$ cat src/rtl/sad_accum_if.sv
// Handshake bundle between the abs-difference stage, sad_accum and the result consumer.
// When SAD_ACCUM_SAT_EN is defined, the bundle also carries the sticky saturation flag.
interface sad_accum_if #(
  parameter int unsigned W     = 4,
  parameter int unsigned CNT_W = 4,
  parameter int unsigned SUM_W = 7
);
  logic             start;
  logic [W-1:0]     dif_in;
  logic             in_valid;
  logic             in_ready;
  logic [SUM_W-1:0] sum_out;
  logic             out_valid;
  logic             out_ready;
  logic             busy;
  logic [CNT_W-1:0] count;
`ifdef SAD_ACCUM_SAT_EN
  logic             sat;
`endif

  // Drives start, samples and result acceptance; observes status.
  modport master (
    output start, dif_in, in_valid, out_ready,
`ifdef SAD_ACCUM_SAT_EN
    input  sat,
`endif
    input  in_ready, sum_out, out_valid, busy, count
  );

  // The accumulator side.
  modport slave (
    input  start, dif_in, in_valid, out_ready,
`ifdef SAD_ACCUM_SAT_EN
    output sat,
`endif
    output in_ready, sum_out, out_valid, busy, count
  );
endinterface

$ cat src/rtl/sad_accum.sv
// Sum-of-absolute-differences accumulator. Collects N_SAMPLES differences per frame and
// offers the total on a valid/ready output. All outputs come straight from flops.
// Optional feature macro: SAD_ACCUM_SAT_EN (saturating add plus sticky sat flag);
// without it the sum wraps modulo 2^SUM_W.
module sad_accum #(
  parameter int unsigned W         = 4,
  parameter int unsigned N_SAMPLES = 8,
  parameter int unsigned CNT_W     = 4,
  parameter int unsigned SUM_W     = 7
) (
  input logic         clk,
  input logic         rst_n,
  sad_accum_if.slave  bus
);

  // Reject configurations the counter cannot represent.
  if (N_SAMPLES < 1 || N_SAMPLES >= (1 << CNT_W)) begin : g_bad_cfg
    $error("sad_accum: N_SAMPLES must be in 1..2^CNT_W-1");
  end

  typedef enum logic [1:0] {StIdle, StAccum, StDone} state_e;

  state_e           state;
  logic [SUM_W-1:0] sum;
  logic [CNT_W-1:0] count;
  logic             in_ready;
  logic             out_valid;
  logic             busy;
  logic [SUM_W-1:0] sum_next;
  logic             accept;
  logic             last;
`ifdef SAD_ACCUM_SAT_EN
  logic             sat;
  logic [SUM_W:0]   sum_wide;
  logic             clip;
`endif

  // Next accumulator value and handshake decode for the current cycle.
  always_comb begin
    accept = in_ready & bus.in_valid;
    last   = (count == CNT_W'(N_SAMPLES - 1));
`ifdef SAD_ACCUM_SAT_EN
    sum_wide = {1'b0, sum} + (SUM_W + 1)'(bus.dif_in);
    clip     = sum_wide[SUM_W];
    sum_next = clip ? '1 : sum_wide[SUM_W-1:0];
`else
    sum_next = sum + SUM_W'(bus.dif_in);
`endif
  end

  // Frame FSM; handshake/status flags are registered alongside the state.
  always_ff @(posedge clk or negedge rst_n) begin
    if (!rst_n) begin
      state     <= StIdle;
      sum       <= '0;
      count     <= '0;
      in_ready  <= 1'b0;
      out_valid <= 1'b0;
      busy      <= 1'b0;
`ifdef SAD_ACCUM_SAT_EN
      sat       <= 1'b0;
`endif
    end else begin
      case (state)
        StIdle: begin
          if (bus.start) begin
            state    <= StAccum;
            sum      <= '0;
            count    <= '0;
            in_ready <= 1'b1;
            busy     <= 1'b1;
`ifdef SAD_ACCUM_SAT_EN
            sat      <= 1'b0;
`endif
          end
        end
        StAccum: begin
          if (accept) begin
            sum   <= sum_next;
            count <= count + 1'b1;
`ifdef SAD_ACCUM_SAT_EN
            sat   <= sat | clip;
`endif
            // The N_SAMPLES-th accept closes the frame; result is visible next cycle.
            if (last) begin
              state     <= StDone;
              in_ready  <= 1'b0;
              out_valid <= 1'b1;
            end
          end
        end
        StDone: begin
          // start is deliberately ignored here, even on the handshake cycle.
          if (bus.out_ready) begin
            state     <= StIdle;
            out_valid <= 1'b0;
            busy      <= 1'b0;
          end
        end
        default: begin
          state     <= StIdle;
          in_ready  <= 1'b0;
          out_valid <= 1'b0;
          busy      <= 1'b0;
        end
      endcase
    end
  end

  // Outputs are direct flop copies.
  always_comb begin
    bus.in_ready  = in_ready;
    bus.out_valid = out_valid;
    bus.busy      = busy;
    bus.sum_out   = sum;
    bus.count     = count;
`ifdef SAD_ACCUM_SAT_EN
    bus.sat       = sat;
`endif
  end

endmodule

$ cat src/flat_wrapper.sv
// flat-port wrapper written by rule: the top's interface ports become plain ports
module sad_accum_flat 
#(
  parameter int unsigned W         = 4,
  parameter int unsigned N_SAMPLES = 8,
  parameter int unsigned CNT_W     = 4,
  parameter int unsigned SUM_W     = 7
)
  (clk, rst_n, bus_start, bus_dif_in, bus_in_valid, bus_out_ready, bus_in_ready, bus_sum_out, bus_out_valid, bus_busy, bus_count);
  sad_accum_if #(.W(W), .CNT_W(CNT_W), .SUM_W(SUM_W)) bus_i ();
  input logic clk;
  input logic rst_n;
  input wire logic [$bits(bus_i.start)-1:0] bus_start;
  input wire logic [$bits(bus_i.dif_in)-1:0] bus_dif_in;
  input wire logic [$bits(bus_i.in_valid)-1:0] bus_in_valid;
  input wire logic [$bits(bus_i.out_ready)-1:0] bus_out_ready;
  output wire logic [$bits(bus_i.in_ready)-1:0] bus_in_ready;
  output wire logic [$bits(bus_i.sum_out)-1:0] bus_sum_out;
  output wire logic [$bits(bus_i.out_valid)-1:0] bus_out_valid;
  output wire logic [$bits(bus_i.busy)-1:0] bus_busy;
  output wire logic [$bits(bus_i.count)-1:0] bus_count;
  assign bus_i.start = bus_start;
  assign bus_i.dif_in = bus_dif_in;
  assign bus_i.in_valid = bus_in_valid;
  assign bus_i.out_ready = bus_out_ready;
  assign bus_in_ready = bus_i.in_ready;
  assign bus_sum_out = bus_i.sum_out;
  assign bus_out_valid = bus_i.out_valid;
  assign bus_busy = bus_i.busy;
  assign bus_count = bus_i.count;
  sad_accum #(.W(W), .N_SAMPLES(N_SAMPLES), .CNT_W(CNT_W), .SUM_W(SUM_W)) u_core (.clk(clk), .rst_n(rst_n), .bus(bus_i));
endmodule
$ cat config.mk
export PLATFORM = sky130hd
export DESIGN_NAME = sad_accum_flat
export DESIGN_NICKNAME = d
export VERILOG_FILES = /design/src/rtl/sad_accum_if.sv /design/src/rtl/sad_accum.sv /design/src/flat_wrapper.sv
export SDC_FILE = /design/constraint.sdc
export NUM_CORES = 1
export LEC_CHECK = 0
export CORE_MARGIN = 2
export CORE_UTILIZATION = 45
export CTS_CLUSTER_SIZE = 24
export DETAILED_ROUTE_END_ITERATION = 8
export PLACE_DENSITY = 0.76
export SYNTH_ARGS = -nofsm -noshare
export SYNTH_HDL_FRONTEND = slang
export SYNTH_SLANG_ARGS = --single-unit
$ cat constraint.sdc
create_clock -name clk -period 2.9 [get_ports clk]
set_clock_uncertainty 0.2 [all_clocks]
set_input_delay 0.725 -clock clk [delete_from_list [all_inputs] [get_ports clk]]
set_output_delay 0.725 -clock clk [all_outputs]
set_load 0.05 [all_outputs]
# Word-level counts from Yosys, hierarchy flattened
# Index checks and enable logic that the tools add are counted.
[word_totals]
wordCells = 46
output_inout_bits = 14
regBits = 16
input_bits = 9
[classes]
n_bitwise = 4
eq_ne = 7
addsub = 2
n_mux = 20
n_reduce_logical = 7
[ops]
columns = ["operator", "count"]
rows = [
  ["2-to-1 mux 7 bit", 2],
  ["case mux 7 bit (2 select lines)", 1],
  ["AND reduction 4 bit", 3],
  ["case mux 1 bit (3 select lines)", 3],
  ["2-to-1 mux 2 bit", 4],
  ["2-to-1 mux 4 bit", 2],
  ["case mux 4 bit (2 select lines)", 1],
  ["adder 7 x 4 -> 7 bit", 1],
  ["2-to-1 mux 1 bit", 6],
  ["case mux 2 bit (3 select lines)", 1],
  ["AND reduction 3 bit", 2],
  ["adder 4 x 1 -> 4 bit, second input constant", 1],
  ["equality test 4 x 3 -> 1 bit, second input constant", 1],
  ["inequality test 2 x 1 -> 1 bit, second input constant", 2],
  ["inequality test 2 bit, second input constant", 2],
  ["inverter 1 bit", 3],
  ["equality test 2 x 1 -> 1 bit, second input constant", 1],
  ["equality test 2 bit, second input constant", 1],
  ["logical NOT 2 bit", 1],
  ["nonzero test 2 bit", 1],
  ["bitwise AND 1 bit", 1],
]

# Depth between registers and ports, before layout
# Gate-level depths: netlist (run 1).
[logic_depth]
ltp_word = 4
mapped_depth = 6
ltp_nobuf = 6

# Worst setup path before layout (run 1)
# No wires, ideal clock.
[synth_path]
kind = "input-to-reg"
from = "input bus_dif_in[0]"
to = "register u_core.sum[4] (netlist: u_core.bus.sum_out[4])"
required_ns = 2.604
arrival_ns = 1.942
n_path_buf = 0
cell_stages = 6
setup_slack_ns = 0.661
cell_sequence = "ha_1 -> fa_1 -> a21o_1 -> a21oi_1 -> o211ai_1 -> o31ai_1"
[synth_between]
elab_chain_cells = 3
[synth_rtl]
columns = ["item", "line_no", "source"]
rows = [
  ["start: declaration", "flat_wrapper.sv:14", "input wire logic [$bits(bus_i.dif_in)-1:0] bus_dif_in;"],
  ["adder 7 x 4 -> 7 bit", "sad_accum.sv:47", "sum_next = sum + SUM_W'(bus.dif_in);"],
  ["2-to-1 mux 7 bit", "sad_accum.sv:78", "if (accept) begin"],
  ["case mux 7 bit (2 select lines)", "sad_accum.sv:64", "case (state)"],
  ["end signal: assignment", "sad_accum.sv:79", "sum <= sum_next;"],
  ["end: declaration", "sad_accum.sv:24", "logic [SUM_W-1:0] sum;"],
]
# No other way between the ends. The select of a mux whose other input is x is not followed.
# A chain may end at the register's enable or synchronous reset.

# Worst setup path after layout (run 1)
[layout_path]
from = "input bus_dif_in[0]"
to = "register u_core.sum[6] (netlist: u_core.bus.sum_out[6])"
# Same word-level chain as after synthesis.

==> results of run 1 <==
==> cell families after synthesis <==
logic type                 Yosys count  synth area share [%]
and+or+nand+nor                     25                  15.6
AOI/OAI and AO/OA                   23                  19.0
DFF                                 16                  47.9
adders and majority gates            6                  9.88
buffers and inverters                5                  3.29
xor gates and xnor gates             3                  3.14
muxes                                1                  1.20
==> cells in the final DEF (no fill, tap or decap), drive strengths merged, types with 3 or more instances in the layout <==
| master | n |
|---|---|
| o31ai | 4 |
| clkbuf | 4 |
| inv | 3 |
| a22o | 3 |
| ha | 5 |
| o21ai | 4 |
| dfrtp | 16 |
| clkdlybuf4s50 | 22 |
| xor2 | 3 |
| o211ai | 3 |
| a21oi | 3 |
| nand2 | 7 |
| nor2 | 7 |
==> registers in the layout (all words and copies together), names as in the netlist <==
signal,cells
u_core.bus.sum_out,7
u_core.bus.count,4
u_core.state,2
u_core.bus.busy,1
u_core.bus.in_ready,1
u_core.bus.out_valid,1
==> cells in the mapped netlist (3+ instances only) <==
| cell type | instances | area share [%] |
|---|---|---|
| a22o_1 | 3 | 3.1 |
| o31ai_1 | 4 | 3.6 |
| nand2_1 | 7 | 3.1 |
| o21ai_0 | 4 | 2.4 |
| a21oi_1 | 3 | 1.8 |
| xor2_1 | 3 | 3.1 |
| dfrtp_1 | 16 | 48 |
| o211ai_1 | 3 | 2.7 |
| nor2_1 | 6 | 2.7 |
| ha_1 | 5 | 7.5 |
| inv_1 | 3 | 1.3 |
==> worst max-delay path, cell delays in order <==
cell and delay (ns):
clkdlybuf4s50_1 0.40, ha_1 0.21, fa_1 0.42, a21o_1 0.21, a21oi_1 0.30, o211ai_1 0.17
o31ai_1 0.09
==> per-layer routing <==
layer / track usage, % / vias to the layer above / share of wire, % / wire (um)
li1: - / 342 / - / -
met1: 28.4 / 342 / 46 / 884
met2: 31.2 / 15 / 49 / 940
met3: 4.23 / 4 / 3.0 / 57
met4: 9.44 / 0 / 1.1 / 21
met5: 0 / - / 0 / 0
==> path summary, 6_finish.rpt <==
kind	start	endpoint	slack, ns	cells past startpoint
max in group asynchronous	rst_n	u_core.bus.sum_out[4]	1.40	1
min reg2reg	u_core.bus.sum_out[5]	u_core.bus.sum_out[5]	0.31	1
max	bus_dif_in[0]	u_core.bus.sum_out[6]	0.37	7
min	u_core.bus.sum_out[5]	u_core.bus.sum_out[5]	0.31	1
max reg2reg	u_core.bus.sum_out[0]	u_core.bus.sum_out[6]	0.78	6
min in group asynchronous	rst_n	u_core.bus.sum_out[3]	0.65	1
==> metrics by stage <==
step	hold slack, ns	utilization [%]	power [uW]	cell area [um2]	cells
after floorplan	0.229	-	909	836	79
after global placement	0.276	61.4	1130	1070	124
after detailed placement	0.299	61.4	1140	1070	124
after CTS	0.317	63.4	1300	1110	128
after global routing	0.344	63.4	1380	1110	128
final	0.314	63.4	1300	1110	128
==> final cells by class <==
cell class / instances / area (um2)
inverters: 3 / 11.3
well taps: 25 / 31.3
fillers: 161 / 638
flip-flops and latches: 16 / 400
repair buffers: 22 / 220
multi-input cells: 58 / 408
clock buffers: 4 / 36.3
==> power groups by stage <==
stage,clock (uW),combinational (uW),sequential (uW)
floorplan,0,251,657
global route,166,793,421
finish,151,739,407
CTS,156,738,407
global placement,0,722,406
detailed placement,0,727,410
==> impl_metrics.json, run 1 <==
{
  "outcome": "finished clean",
  "drc_errors": 0,
  "post_cts_buffers": 0,
  "core.rowCount": 15,
  "hold_violations": 0,
  "tns_ns": 0,
  "overflow": 0,
  "track_usage_pct": 20.6,
  "ys_seq_area_share_pct": 47.9,
  "crit_path_start_kind": "input port",
  "relSlewSlack_pct": 52.5,
  "drtPass1Iterations": 6,
  "crit_fanout": 4,
  "dp_hpwl_mm": 1.33,
  "drive_gt1_share_pct": 4.85,
  "ant_nets": 0,
  "power.internal_uw": 654,
  "p_seq_share_pct": 31.4,
  "leakage_uw": 0.000502,
  "clock_latency_ns": 0.28,
  "finalCriticalPeriod_ns": 2.53,
  "totalWireLength_mm": 1.90,
  "post-place-ws_ns": 0.156,
  "period_share_pct": 87.3,
  "wl_per_cell_um": 14.9,
  "cts_tree": "done",
  "power.density_mw_per_mm2": 1170,
  "peakVddDrop_v": 0.000612,
  "yosysWarnings": 0,
  "clock_path_buffers": 2,
  "ios": 23,
  "syn2layout_area_growth_pct": 32.5,
  "path_class": "in -> reg",
  "swShare_pct": 49.6,
  "setup_slack_ns": 0.369,
  "ys_ff_latch": 16,
  "synth_cell_types": 28,
  "cts_hold_buffers": 0,
  "worstMarginPinSlew_ns": 0.710,
  "grt_pass1_vias": 686,
  "cts_root_buffer": "clkbuf_4",
  "clkTransAtPathRegs_ns": 0.10,
  "synthCells": 79,
  "yosys_most_used_dff": "dfrtp_1",
  "grt_max_degree": 17,
  "synth_edf_count": 0,
  "cp.required_ns": 2.89,
  "die-area_mm2": 0.00222,
  "hp-class": "reg -> reg",
  "n_antenna_cell": 0,
  "drt_iter0_markers": 9,
  "core_mm2": 0.00175,
  "endpoint_kind": "flop",
  "clkPwrFrac_pct": 11.6,
  "numPortBuffers": 22,
  "drv_slew": 0,
  "rsz0062_at_grt": "no",
  "antenna_found_initial": 0,
  "gp_congestion": 0.827,
  "fmax_mhz": 395,
  "maxCapViolCount": 0,
  "finalSetupViolations": 0,
  "ys_async_sr_fraction_pct": 100,
  "nNetsFinal": 119,
  "avgSynthCellArea_um2": 10.6,
  "grt_first_pass_wirelength_mm": 3.20,
  "combPwrFrac_pct": 57.0,
  "initial_utilization_pct": 47.9,
  "htreeDepth": 1,
  "die_y_um": 47.1,
  "cts_resized": 0,
  "netlist_area_um2": 836,
  "cts_sinks": 16,
  "critical_path_arrival_ns": 2.53,
  "p_sw_uw": 644,
  "syn_nets": 94,
  "vias": 703,
  "cts_inserted_buffers": 3,
  "die_x_um": 47.1,
  "vias_per_cell": 5.49
}
No activity file was read; power rests on OpenSTA's default activity.
==> run 2: changes to the inputs <==
Settings changed: CORE_MARGIN 2 to 1.
==> run 2 against run 1 <==
Effect of this change: sequential share of layout area did not move; clock power rose by 3%; flip-flop and latch count did not move; utilization rose by 0.69 points; maximum frequency rose by 1.7%; die area fell by 8.3%; critical path depth fell by 6; sequential power fell by 1%; global-route usage fell by 0.38 points; routed wire length fell by 9.4%; clock-buffer cell count did not move; final area did not move; critical endpoint is now bus_in_ready.
==> impl_metrics.json, run 2 (synthesized netlist as in run 1, its figures left out) <==
{
  "die_y_um": 45.1,
  "grt_max_degree": 17,
  "ios": 23,
  "p_sw_uw": 635,
  "grt_first_pass_wirelength_mm": 2.82,
  "wl_per_cell_um": 13.5,
  "cts_root_buffer": "clkbuf_4",
  "die_x_um": 45.1,
  "gp_congestion": 0.796,
  "worst_path_max_delay_cell": "clkdlybuf4s50_1",
  "crit_fanout": 6,
  "combPwrFrac_pct": 56.6,
  "totalWireLength_mm": 1.72,
  "antenna_found_initial": 0,
  "crit_path_start_kind": "flop",
  "rsz0062_at_grt": "no",
  "final_cell_mix": "clkdlybuf4s50_1, dfrtp_1, nand2_1, nor2_1, ha_1",
  "grt_use_met3_pct": 4.80,
  "core.rowCount": 15,
  "clkPwrFrac_pct": 12.0,
  "maxCapViolCount": 0,
  "clkTransAtPathRegs_ns": 0.10,
  "worstMarginPinSlew_ns": 0.708,
  "met1_usage_pct": 28.0,
  "cts_hold_buffers": 0,
  "hp-class": "reg -> reg",
  "cp.required_ns": 1.98,
  "cts_sinks": 16,
  "outcome": "finished clean",
  "drv_slew": 0,
  "largest_reg_flops": 7,
  "grt_pass1_vias": 603,
  "peakVddDrop_v": 0.000578,
  "htreeDepth": 1,
  "swShare_pct": 49.3,
  "crit_path_cell_trace": "clkdlybuf4s50_1",
  "cts_tree": "done",
  "drtPass1Iterations": 4,
  "tns_ns": 0,
  "clock_latency_ns": 0.30,
  "die-area_mm2": 0.00203,
  "dp_hpwl_mm": 1.24,
  "placed_area_mm2": 0.00107,
  "drive_gt1_share_pct": 4.85,
  "power.internal_uw": 653,
  "finalSetupViolations": 0,
  "overflow": 0,
  "cts_resized": 0,
  "hold_violations": 0,
  "mostFrequentLayoutCell": "clkdlybuf4s50_1",
  "max_stage_delay_ns": 0.83,
  "top_usage_layer": "met2",
  "final_area_mm2": 0.00111,
  "leakage_uw": 0.000502,
  "critPathTopFamily": "buffers and inverters",
  "vias": 681,
  "fmax_mhz": 402,
  "ant_nets": 0,
  "period_share_pct": 85.8,
  "syn2layout_area_growth_pct": 32.5,
  "nNetsFinal": 119,
  "finalCriticalPeriod_ns": 2.49,
  "worst-r2r-setup-slack_ns": 0.82,
  "track_usage_pct": 20.2,
  "fillers": 154,
  "vias_per_cell": 5.32,
  "endpoint_kind": "primary output",
  "n_antenna_cell": 0,
  "path_class": "reg -> out",
  "cts_inserted_buffers": 3,
  "power.density_mw_per_mm2": 1160,
  "grtUsageMet2_pct": 29.3,
  "relSlewSlack_pct": 52.7,
  "drc_errors": 0,
  "clock_path_buffers": 2,
  "drt_iter0_markers": 7,
  "critPathBufInv": 1,
  "post_cts_buffers": 0,
  "critical_path_arrival_ns": 1.56,
  "numPortBuffers": 22,
  "p_seq_share_pct": 31.3,
  "initial_utilization_pct": 48.4,
  "core_mm2": 0.00173
}
## run 2: cell type report
class	instances	area (um2)	share of cell area, %
clock buffers	4	36.3	3.28
repair buffers	22	220	19.9
multi-input cells	58	408	36.8
well taps	25	31.3	2.82
inverters	3	11.3	1.02
flip-flops and latches	16	400	36.2
## run 2: per-layer routing
layer  part of all wire, %  vias to the layer above
li1                      -                      341
met1                    49                      322
met2                    46                       13
met3                   3.3                        5
met4                   2.2                        0
met5                     0                        -
## run 2: metrics by stage
stage	setup WS, ns	power, uW	utilization [%]	hold WS (ns)	instances
6_report	0.411	1290	64.1	0.309	128
5_1_grt	0.316	1370	64.1	0.337	128
4_1_cts	0.404	1290	64.1	0.309	128
3_5_place_dp	0.152	1130	62.0	0.295	124
3_3_place_gp	0.203	1120	62.0	0.276	124
2_1_floorplan	0.661	909	-	0.229	79
## run 2: worst paths after layout
| path | startpoint | to | cells past startpoint |
|---|---|---|---|
| max | u_core.bus.in_ready | bus_in_ready | 1 |
| min | u_core.bus.sum_out[6] | u_core.bus.sum_out[6] | 1 |
| max reg2reg | u_core.bus.sum_out[0] | u_core.bus.sum_out[6] | 6 |
| min reg2reg | u_core.bus.sum_out[6] | u_core.bus.sum_out[6] | 1 |
| max in group asynchronous | rst_n | u_core.bus.count[3] | 1 |
| min in group asynchronous | rst_n | u_core.bus.sum_out[4] | 1 |
## run 2: power by group through the flow
stage	logic (uW)	clock network [uW]	registers [uW]
floorplan	251	0	657
global placement	720	0	404
CTS	733	156	404
detailed placement	725	0	409
finish	730	155	403
global route	777	169	420
